$ cat src/rtl/dmem_arbiter.sv
// Round-robin arbiter sharing the single-port data memory between the processor (port 0)
// and the game peripheral engine (port 1); one access in flight, registered completion.
module dmem_arbiter #(
    parameter int ADDR_W = 10,
    parameter int DEPTH  = 1024
) (
    input  logic              clock,
    input  logic              reset,
    input  logic              req0,
    input  logic              we0,
    input  logic [ADDR_W-1:0] addr0,
    input  logic [31:0]       wdata0,
    output logic              gnt0,
    output logic              done0,
    output logic              err0,
    output logic [31:0]       rdata0,
    input  logic              req1,
    input  logic              we1,
    input  logic [ADDR_W-1:0] addr1,
    input  logic [31:0]       wdata1,
    output logic              gnt1,
    output logic              done1,
    output logic              err1,
    output logic [31:0]       rdata1,
    output logic [31:0]       address_dmem,
    output logic [31:0]       data,
    output logic              wren,
    input  logic [31:0]       q_dmem,
    output logic              busy
);

    // state  | meaning
    // IDLE   | no access in flight; grant issued here
    // ACCESS | latched request driven onto the dmem port
    // RDWAIT | address held while the synchronous read returns
    typedef enum logic [1:0] {IDLE, ACCESS, RDWAIT} state_t;

    state_t            state, state_nxt;
    logic              rr_ptr;
    logic              lat_we, lat_port;
    logic [ADDR_W-1:0] lat_addr;
    logic [31:0]       lat_wdata;
    logic              grant_any, grant_port;
    logic              addr_oor, on_port;
    logic              fin, fin_err, fin_rd;
    logic [31:0]       fin_rdata;

    always_comb begin
        state_nxt  = state;
        grant_any  = 1'b0;
        grant_port = 1'b0;
        fin        = 1'b0;
        fin_err    = 1'b0;
        fin_rd     = 1'b0;
        fin_rdata  = 32'h0;
        case (state)
            IDLE: begin
                if (req0 || req1) begin
                    grant_any  = 1'b1;
                    grant_port = (req0 && req1) ? rr_ptr : req1;
                    state_nxt  = ACCESS;
                end
            end
            ACCESS: begin
                if (lat_we || addr_oor) begin
                    // out-of-range reads complete here and return zero
                    state_nxt = IDLE;
                    fin       = 1'b1;
                    fin_err   = addr_oor;
                    fin_rd    = ~lat_we;
                end else begin
                    state_nxt = RDWAIT;
                end
            end
            RDWAIT: begin
                state_nxt = IDLE;
                fin       = 1'b1;
                fin_rd    = 1'b1;
                fin_rdata = q_dmem;
            end
            default: state_nxt = IDLE;
        endcase
    end

    // reset must force grants low even though IDLE grants combinationally
    assign gnt0 = grant_any && !grant_port && !reset;
    assign gnt1 = grant_any &&  grant_port && !reset;

    assign busy         = (state != IDLE);
    assign on_port      = (state == ACCESS) || (state == RDWAIT);
    assign addr_oor     = ({{(32-ADDR_W){1'b0}}, lat_addr} >= 32'(DEPTH));
    assign address_dmem = on_port ? {{(30-ADDR_W){1'b0}}, lat_addr, 2'b00} : 32'h0;
    assign data         = on_port ? lat_wdata : 32'h0;
    assign wren         = (state == ACCESS) && lat_we && !addr_oor;

    always_ff @(posedge clock or posedge reset) begin
        if (reset) begin
            state     <= IDLE;
            rr_ptr    <= 1'b0;
            lat_we    <= 1'b0;
            lat_port  <= 1'b0;
            lat_addr  <= '0;
            lat_wdata <= 32'h0;
            done0     <= 1'b0;
            done1     <= 1'b0;
            err0      <= 1'b0;
            err1      <= 1'b0;
            rdata0    <= 32'h0;
            rdata1    <= 32'h0;
        end else begin
            state <= state_nxt;
            if (grant_any) begin
                lat_port  <= grant_port;
                lat_we    <= grant_port ? we1 : we0;
                lat_addr  <= grant_port ? addr1 : addr0;
                lat_wdata <= grant_port ? wdata1 : wdata0;
                rr_ptr    <= ~grant_port;
            end
            done0 <= fin && !lat_port;
            done1 <= fin &&  lat_port;
            err0  <= fin_err && !lat_port;
            err1  <= fin_err &&  lat_port;
            if (fin_rd && !lat_port)
                rdata0 <= fin_rdata;
            if (fin_rd && lat_port)
                rdata1 <= fin_rdata;
        end
    end

endmodule

$ cat config.mk
export PLATFORM = sky130hd
export DESIGN_NAME = dmem_arbiter
export DESIGN_NICKNAME = d
export VERILOG_FILES = /design/src/rtl/dmem_arbiter.sv
export SDC_FILE = /design/constraint.sdc
export NUM_CORES = 1
export LEC_CHECK = 0
export CORE_UTILIZATION = 42
export CTS_BUF_LIST = sky130_fd_sc_hd__clkbuf_16
export CTS_CLUSTER_DIAMETER = 120
export CTS_CLUSTER_SIZE = 16
export DETAILED_ROUTE_END_ITERATION = 8
export HOLD_SLACK_MARGIN = 0.08
export MAX_ROUTING_LAYER = met4
export PLACE_DENSITY = 0.82
export SLEW_MARGIN = 5
export SYNTH_ARGS = -nofsm -noshare
export SYNTH_HDL_FRONTEND = slang
export SYNTH_SLANG_ARGS = --single-unit
$ cat constraint.sdc
create_clock -name clock -period 4.5 [get_ports clock]
set_input_delay 0.675 -clock clock [delete_from_list [all_inputs] [get_ports clock]]
set_output_delay 0.675 -clock clock [all_outputs]
set_load 0.05 [all_outputs]
; ---- After elaboration in Yosys (flattened, before gate mapping)
; Cells that the tools add are included.
[word_totals]
output_inout_bits = 136
in_bits = 122
wordCells = 50
register_bits = 113
[classes]
bitwise_logic = 2
reduce_logical = 17
eq_ne = 3
muxes = 18
[op_table]
columns = op, count
row1 = $mux 32, 3
row2 = $mux 12, 1
row3 = $logic_and 1x1->1, 10
row4 = $mux 10, 1
row5 = $mux 1, 8
row6 = $mux 2, 2
row7 = $pmux 1 s2, 2
row8 = $pmux 2 s2, 1
row9 = $logic_not 1->1, 3
row10 = $eq 2x1->1 const B, 1
row11 = $eq 2x2->1 const B, 1
row12 = $logic_not 2->1, 1
row13 = $logic_or 1x1->1, 2
row14 = $ne 2x2->1 const B, 1
row15 = $not 1->1, 2
row16 = $reduce_bool 2->1, 1

; ---- Depth between registers and ports, before layout
; Gate-level depths: netlist of the first run.
[logic_depth]
word_depth = 7
depth_mapped = 8
depth_no_buf = 5

; ---- Worst setup path before layout of the first run
; Ideal clock, no wire load.
[synth_timing]
kind = input -> output
from = in reset
to = out gnt0
t_arrival_ps = 3877
cell_stages = 3
path_slack_ps = -52
required_ps = 3825
path_cell_list = inv_1 -> nand2_1 -> nor2_1
[synth_between]
elab_chain_cells = 2
[synth_rtl]
columns = element, line
row1 = "start, declared", 8  ; input logic reset,
row2 = $logic_not 1->1 (no source line), --
row3 = $logic_and 1x1->1, 86  ; assign gnt0 = grant_any && !grant_port && !reset;
row4 = "end, declared", 13  ; output logic gnt0,
; Every way passes these cells.

; ---- Worst setup path in the final report of the first run
[layout_timing]
from = reg state[0]
to = out gnt1
[layout_between]
elab_chain_cells = 4
word_cells_on_any_way = 5
cone_classes = mux: 2 / reduce/logical: 3
[layout_rtl]
columns = element, line
row1 = "start, declared", 38  ; state_t state, state_nxt;
row2 = "start signal, assigned", 111  ; state <= state_nxt;
row3 = $logic_not 2->1 (*), 56  ; case (state)
row4 = $mux 1, 56
row5 = $logic_and 1x1->1 (*) (2 in series), 87  ; assign gnt1 = grant_any && grant_port && !reset;
row6 = "end, declared", 21  ; output logic gnt1,
; Every way passes the cells marked *; elsewhere a longest branch is shown, timed or not.

==> results.yml, run 1 <==
status:
  status: "finished, final reports clean"
logic_synthesis:
  synth_cells: 495
  synthFlopType: "dfrtp_1"
  async_flop_share_pct: 100.0
  synth-seq-cells: 113
  synth_edf_count: 0
  ys_warn_count: 0
  syn_area_mm2: 0.005473
  synth_seq_area_share_pct: 51.67
  syn_area_per_cell_um2: 11.06
  netlist-cell-type-count: 30
critical_path:
  arrival_ns: 3.07
  worstPathMaxFanout: 31
  r2r_slack_ns: 2.20
  reg2reg_from: "state[0]$_DFFE_PP0P_"
  end_kind: "output pin"
  crit_cells: 6
  critical_path_class: "flop to output pin"
  r2r_end: "lat_wdata[21]$_DFFE_PP0P_"
  critPathMaxStageDelay_ns: 0.84
  path_buf_inv: 3
  cpMaxStageDelayCell: "clkdlybuf4s50_1"
  crit_chain: "inv_1, ha_2, nand2_2, buf_4, nor3_1, clkdlybuf4s50_1"
  cp.required_ns: 3.83
  rr_worst_depth: 6
  cp-start-kind: "flop"
  critPathTopFamily: "buffers and inverters"
grt:
  grt_pass1_vias: 4702
  grt_pass1_wl_um: 24270
  grt_max_degree: 89
  antenna_found_initial: 0
  busiest_layer: "met2"
  grt_overflow: 0
  grtUsageTotal_pct: 24.83
  gr-usage-met2_pct: 40.32
  grtUsageMet1_pct: 29.98
  met3_usage_pct: 6.331
placed_design:
  placedCellCount: 859
  portBuffers: 233
  dpl.hpwl_um: 11550
  post-place-ws_ns: 1.167
  place.gp.congestion: 0.9571
drt:
  first_iter_violations: 347
  vias: 4709
  drt-total-wl_um: 15930
  wl_per_cell_um: 17.88
  drtPass1Iterations: 5
  ant_nets: 0
  avgViaCountPerCell: 5.285
  remaining_drc_errors: 0
clock_network:
  cts-hold-fix-buffers: 0
  tritoncts: "yes"
  clk_path_buf_depth: 2
  cts_inserted_buffers: 17
  clk_latency_ns: 0.40
  post-cts-setup-buffer-count: 0
  cts.root.buffer_cell: "clkbuf_16"
  clock-sinks: 113
  htree_levels: 4
  cts.clk_slew.worst_paths_ns: 0.05
  cts_resized: 0
timing:
  hold_viol: 0
  final-setup-viol-count: 0
  slew_violations: 0
  rsz0062_at_grt: "no"
  worst_pin_slew_ns: 0.9662
  timing.fmax_mhz: 266.8
  relSlewSlack_pct: 35.45
  period_needed_ns: 3.748
  finalSetupTns_ns: 0
  finalCritPeriodShare_pct: 83.28
  fin_skew_ns: 0.01091
  worst_slack_ns: 0.7524
cells_and_area:
  diodes: 0
  drive_above_1_share_pct: 6.398
  syn2layout_area_growth_pct: 52.54
  mostFrequentLayoutCells: "232 x clkdlybuf4s50_1, 113 x dfrtp_1, 64 x mux2_1"
  fillers: 944
  final_cell_count_no_fill: 891
  nets: 832
  layout_commonest_cell: "clkdlybuf4s50_1"
die:
  die_h_um: 116.2
  start_util_pct: 43.19
  row_count: 41
  ios: 258
  dieArea_mm2: 0.01349
  dieWidth_um: 116.2
  core_area_mm2: 0.01267
worst_hold_path:
  whs_path_depth: 1
  min_path_type: "flop to flop"
  holdPathEnd: "rdata0[16]$_DFFE_PP0P_"
  worstHoldStart: "rdata0[16]$_DFFE_PP0P_"
flow_run:
  maxCapViolations: 0
## worst reg2reg max path: cells and delay by family (launching register included)
kind            cells  cell delay, ns
fa+ha+maj           1            0.50
buf+inv             2            0.75
flops               1            0.40
compound gates      2            0.42
simple gates        1            0.15
## cell usage after synthesis, drive strengths merged (2+ instances only)
library cell / count / area (um2)
dfrtp: 113 / 2828
mux2: 65 / 735.7
buf: 49 / 325.3
nor2: 49 / 183.9
o21ai: 44 / 220.2
a31oi: 43 / 269.0
and2: 43 / 269.0
o2111ai: 43 / 376.6
clkbuf: 20 / 75.07
inv: 6 / 25.02
ha: 4 / 50.05
dlygate4sd1: 3 / 26.28
nand2: 3 / 13.77
nor2b: 2 / 12.51
## how the worst max path moves through the flow
stage                          from  endpoint  slack (ns)
2_1_floorplan                 reset      gnt0        1.14
3_3_place_gp   state[0]$_DFFE_PP0P_      gnt1        1.22
3_5_place_dp   state[1]$_DFFE_PP0P_      gnt1        1.17
4_1_cts        state[1]$_DFFE_PP0P_      gnt1        0.73
5_1_grt        state[1]$_DFFE_PP0P_      gnt1        0.53
6_report       state[0]$_DFFE_PP0P_      gnt1        0.75
## per-layer routing
metal	vias to the layer above	wire, um
met1	2254	6551
li1	2166	-
met5	-	0
met4	0	257
met2	271	7700
met3	18	1420
## area by class of cell
| class | count | area, um2 | area share, % |
|---|---|---|---|
| inverter | 6 | 28.78 | 0.3447 |
| clock inverter | 15 | 175.2 | 2.098 |
| timing repair buffer | 242 | 2395 | 28.69 |
| tap | 172 | 215.2 | 2.578 |
| clock buffer | 17 | 425.4 | 5.096 |
| multi-input combinational | 326 | 2281 | 27.32 |
| sequential | 113 | 2828 | 33.87 |
## kinds of logic (layout without fill, tap and decap cells)
kind of cell | after synthesis | after routing | share of synthesized area [%]
flip-flops | 113 | 113 | 51.67
adder cells (fa/ha/maj) | 4 | 4 | 0.9145
multiplexers | 66 | 66 | 13.63
AO/OA/AOI/OAI | 132 | 132 | 16.07
buffers and inverters | 79 | 280 | 8.482
other | 1 | 24 | 0.06852
AND/OR/NAND/NOR | 100 | 100 | 9.168
## flip-flops by register name, summed over array words and instances, names as in the netlist, 2 cells and up
signal and count:
state 2, lat_wdata 32, rdata0 32, rdata1 32
lat_addr 10
## through the flow
stage / cell area [um2] / util, % / hold WS (ns)
2_1_floorplan: 5563 / - / 0.4477
3_3_place_gp: 7747 / 61.14 / 0.4673
3_5_place_dp: 7747 / 61.14 / 0.4739
4_1_cts: 8348 / 65.88 / 0.4854
5_1_grt: 8348 / 65.88 / 0.4911
6_report: 8348 / 65.88 / 0.4819
Power of run 1 is not shown: default switching activity piles up to over one toggle a cycle in this logic, so the estimate is an artifact.
==> run 2, diff against run 1 <==
- CORE_UTILIZATION: 42 -> 37
- PLACE_DENSITY: 0.82 -> 0.76
- clock period: 4.5 -> 3.3 ns (I/O delays scaled with it)
==> run 2 against run 1 <==
Against the previous run:
- sequential share of layout area fell by 0.086 points
- global-route usage fell by 3.1 points
- die area rose by 13%
- largest cell class unchanged
- highest routed layer unchanged
==> results.yml, run 2 (synthesized netlist as in run 1, its figures left out) <==
critical_path:
  r2r_slack_ns: 1.17
  cp.required_ns: 2.80
  critPathTopFamily: "buffers and inverters"
  critPathMaxStageDelay_ns: 0.81
  cp-start-kind: "flop"
  cpMaxStageDelayCell: "clkdlybuf4s50_1"
  rr_worst_depth: 4
  reg2reg_from: "state[0]$_DFFE_PP0P_"
  arrival_ns: 2.45
  worstPathMaxFanout: 43
  path_buf_inv: 2
  critical_path_class: "flop to output pin"
  end_kind: "output pin"
  r2r_end: "rdata0[31]$_DFFE_PP0P_"
  crit_chain: "inv_1, ha_4, and2_1, clkdlybuf4s50_1"
die:
  dieArea_mm2: 0.01528
  ios: 258
  row_count: 44
  core_area_mm2: 0.01448
  dieWidth_um: 123.6
  start_util_pct: 37.80
  die_h_um: 123.6
drt:
  vias: 4700
  ant_nets: 0
  remaining_drc_errors: 0
  avgViaCountPerCell: 5.211
  wl_per_cell_um: 17.66
  first_iter_violations: 175
  drt-total-wl_um: 15930
  drtPass1Iterations: 4
timing:
  hold_viol: 0
  rsz0062_at_grt: "no"
  fin_skew_ns: 0.005623
  timing.fmax_mhz: 340.1
  worst_slack_ns: 0.3597
  period_needed_ns: 2.940
  worst_pin_slew_ns: 1.005
  finalSetupTns_ns: 0
  relSlewSlack_pct: 32.88
  slew_violations: 0
  finalCritPeriodShare_pct: 89.10
  final-setup-viol-count: 0
cells_and_area:
  layout_commonest_cell: "clkdlybuf4s50_1"
  reg.largest.list: "lat_wdata x32, rdata0 x32, rdata1 x32"
  nets: 831
  diodes: 0
  syn2layout_area_growth_pct: 52.99
  drive_above_1_share_pct: 7.242
  mostFrequentLayoutCells: "230 x clkdlybuf4s50_1, 112 x dfrtp_1, 64 x mux2_1"
grt:
  grtUsageTotal_pct: 21.76
  grt_pass1_vias: 4586
  antenna_found_initial: 0
  grt_overflow: 0
  grt_max_degree: 114
  grt_pass1_wl_um: 24090
worst_hold_path:
  whs_path_depth: 3
  holdPathEnd: "lat_wdata[7]$_DFFE_PP0P_"
  worstHoldStart: "req1"
  min_path_type: "input pin to flop"
clock_network:
  clock-sinks: 113
  cts-hold-fix-buffers: 0
  cts_resized: 0
  cts.root.buffer_cell: "clkbuf_16"
  tritoncts: "yes"
  clk_path_buf_depth: 2
  cts.clk_slew.worst_paths_ns: 0.05
  post-cts-setup-buffer-count: 0
  cts_inserted_buffers: 17
  htree_levels: 4
  clk_latency_ns: 0.41
placed_design:
  portBuffers: 233
  place.gp.congestion: 0.8017
  post-place-ws_ns: 0.4956
  dpl.hpwl_um: 10790
status:
  status: "finished, final reports clean"
flow_run:
  maxCapViolations: 0
[run 2: worst register-to-register path, stage by stage (launching register included)]
cell	delay (ns)
dfrtp_1	0.39
inv_1	0.15
ha_1	0.22
nor2b_4	0.83
mux2_1	0.42
[run 2: per-layer routing]
metal | vias up | global-route usage [%] | part of all wire [%]
li1 | 2169 | - | -
met1 | 2272 | 26.36 | 43
met2 | 238 | 34.48 | 47
met3 | 21 | 6.227 | 8.3
met4 | 0 | 8.057 | 1.8
met5 | - | - | 0
[run 2: worst max path at each step]
stage / depth (start not counted) / endpoint / start
5_1_grt: 4 / data[26] / state[0]$_DFFE_PP0P_
3_5_place_dp: 4 / address_dmem[8] / state[0]$_DFFE_PP0P_
2_1_floorplan: 3 / gnt0 / reset
6_report: 4 / address_dmem[8] / state[0]$_DFFE_PP0P_
3_3_place_gp: 4 / data[19] / state[0]$_DFFE_PP0P_
4_1_cts: 4 / address_dmem[8] / state[0]$_DFFE_PP0P_
[run 2: area by class of cell]
cell class,count,area (um2)
Tap cell,184,230.2
Sequential cell,113,2829
Timing Repair Buffer,241,2420
Clock inverter,15,143.9
Clock buffer,17,425.4
Fill cell,1214,6106
Multi-Input combinational cell,326,2296
Inverter,6,28.78
[run 2: through the flow]
| stage | hold WS (ns) | cell area, um2 | cells | util, % |
|---|---|---|---|---|
| final | 0.4693 | 8373 | 902 | 57.83 |
| after global routing | 0.4806 | 8373 | 902 | 57.83 |
| after CTS | 0.4522 | 8363 | 902 | 57.76 |
| after detailed placement | 0.4784 | 7794 | 870 | 53.83 |
| after global placement | 0.4660 | 7794 | 870 | 53.83 |
| after floorplan | 0.4477 | 5563 | 518 | - |
Power of run 2 is left out for the same reason.
==> run 3, diff against run 2 <==
- ABC_AREA: unset -> 0
==> results of run 3 <==
No change in the layout: final DEF, timing and power equal those of run 2.
Power of run 3 is left out for the same reason.
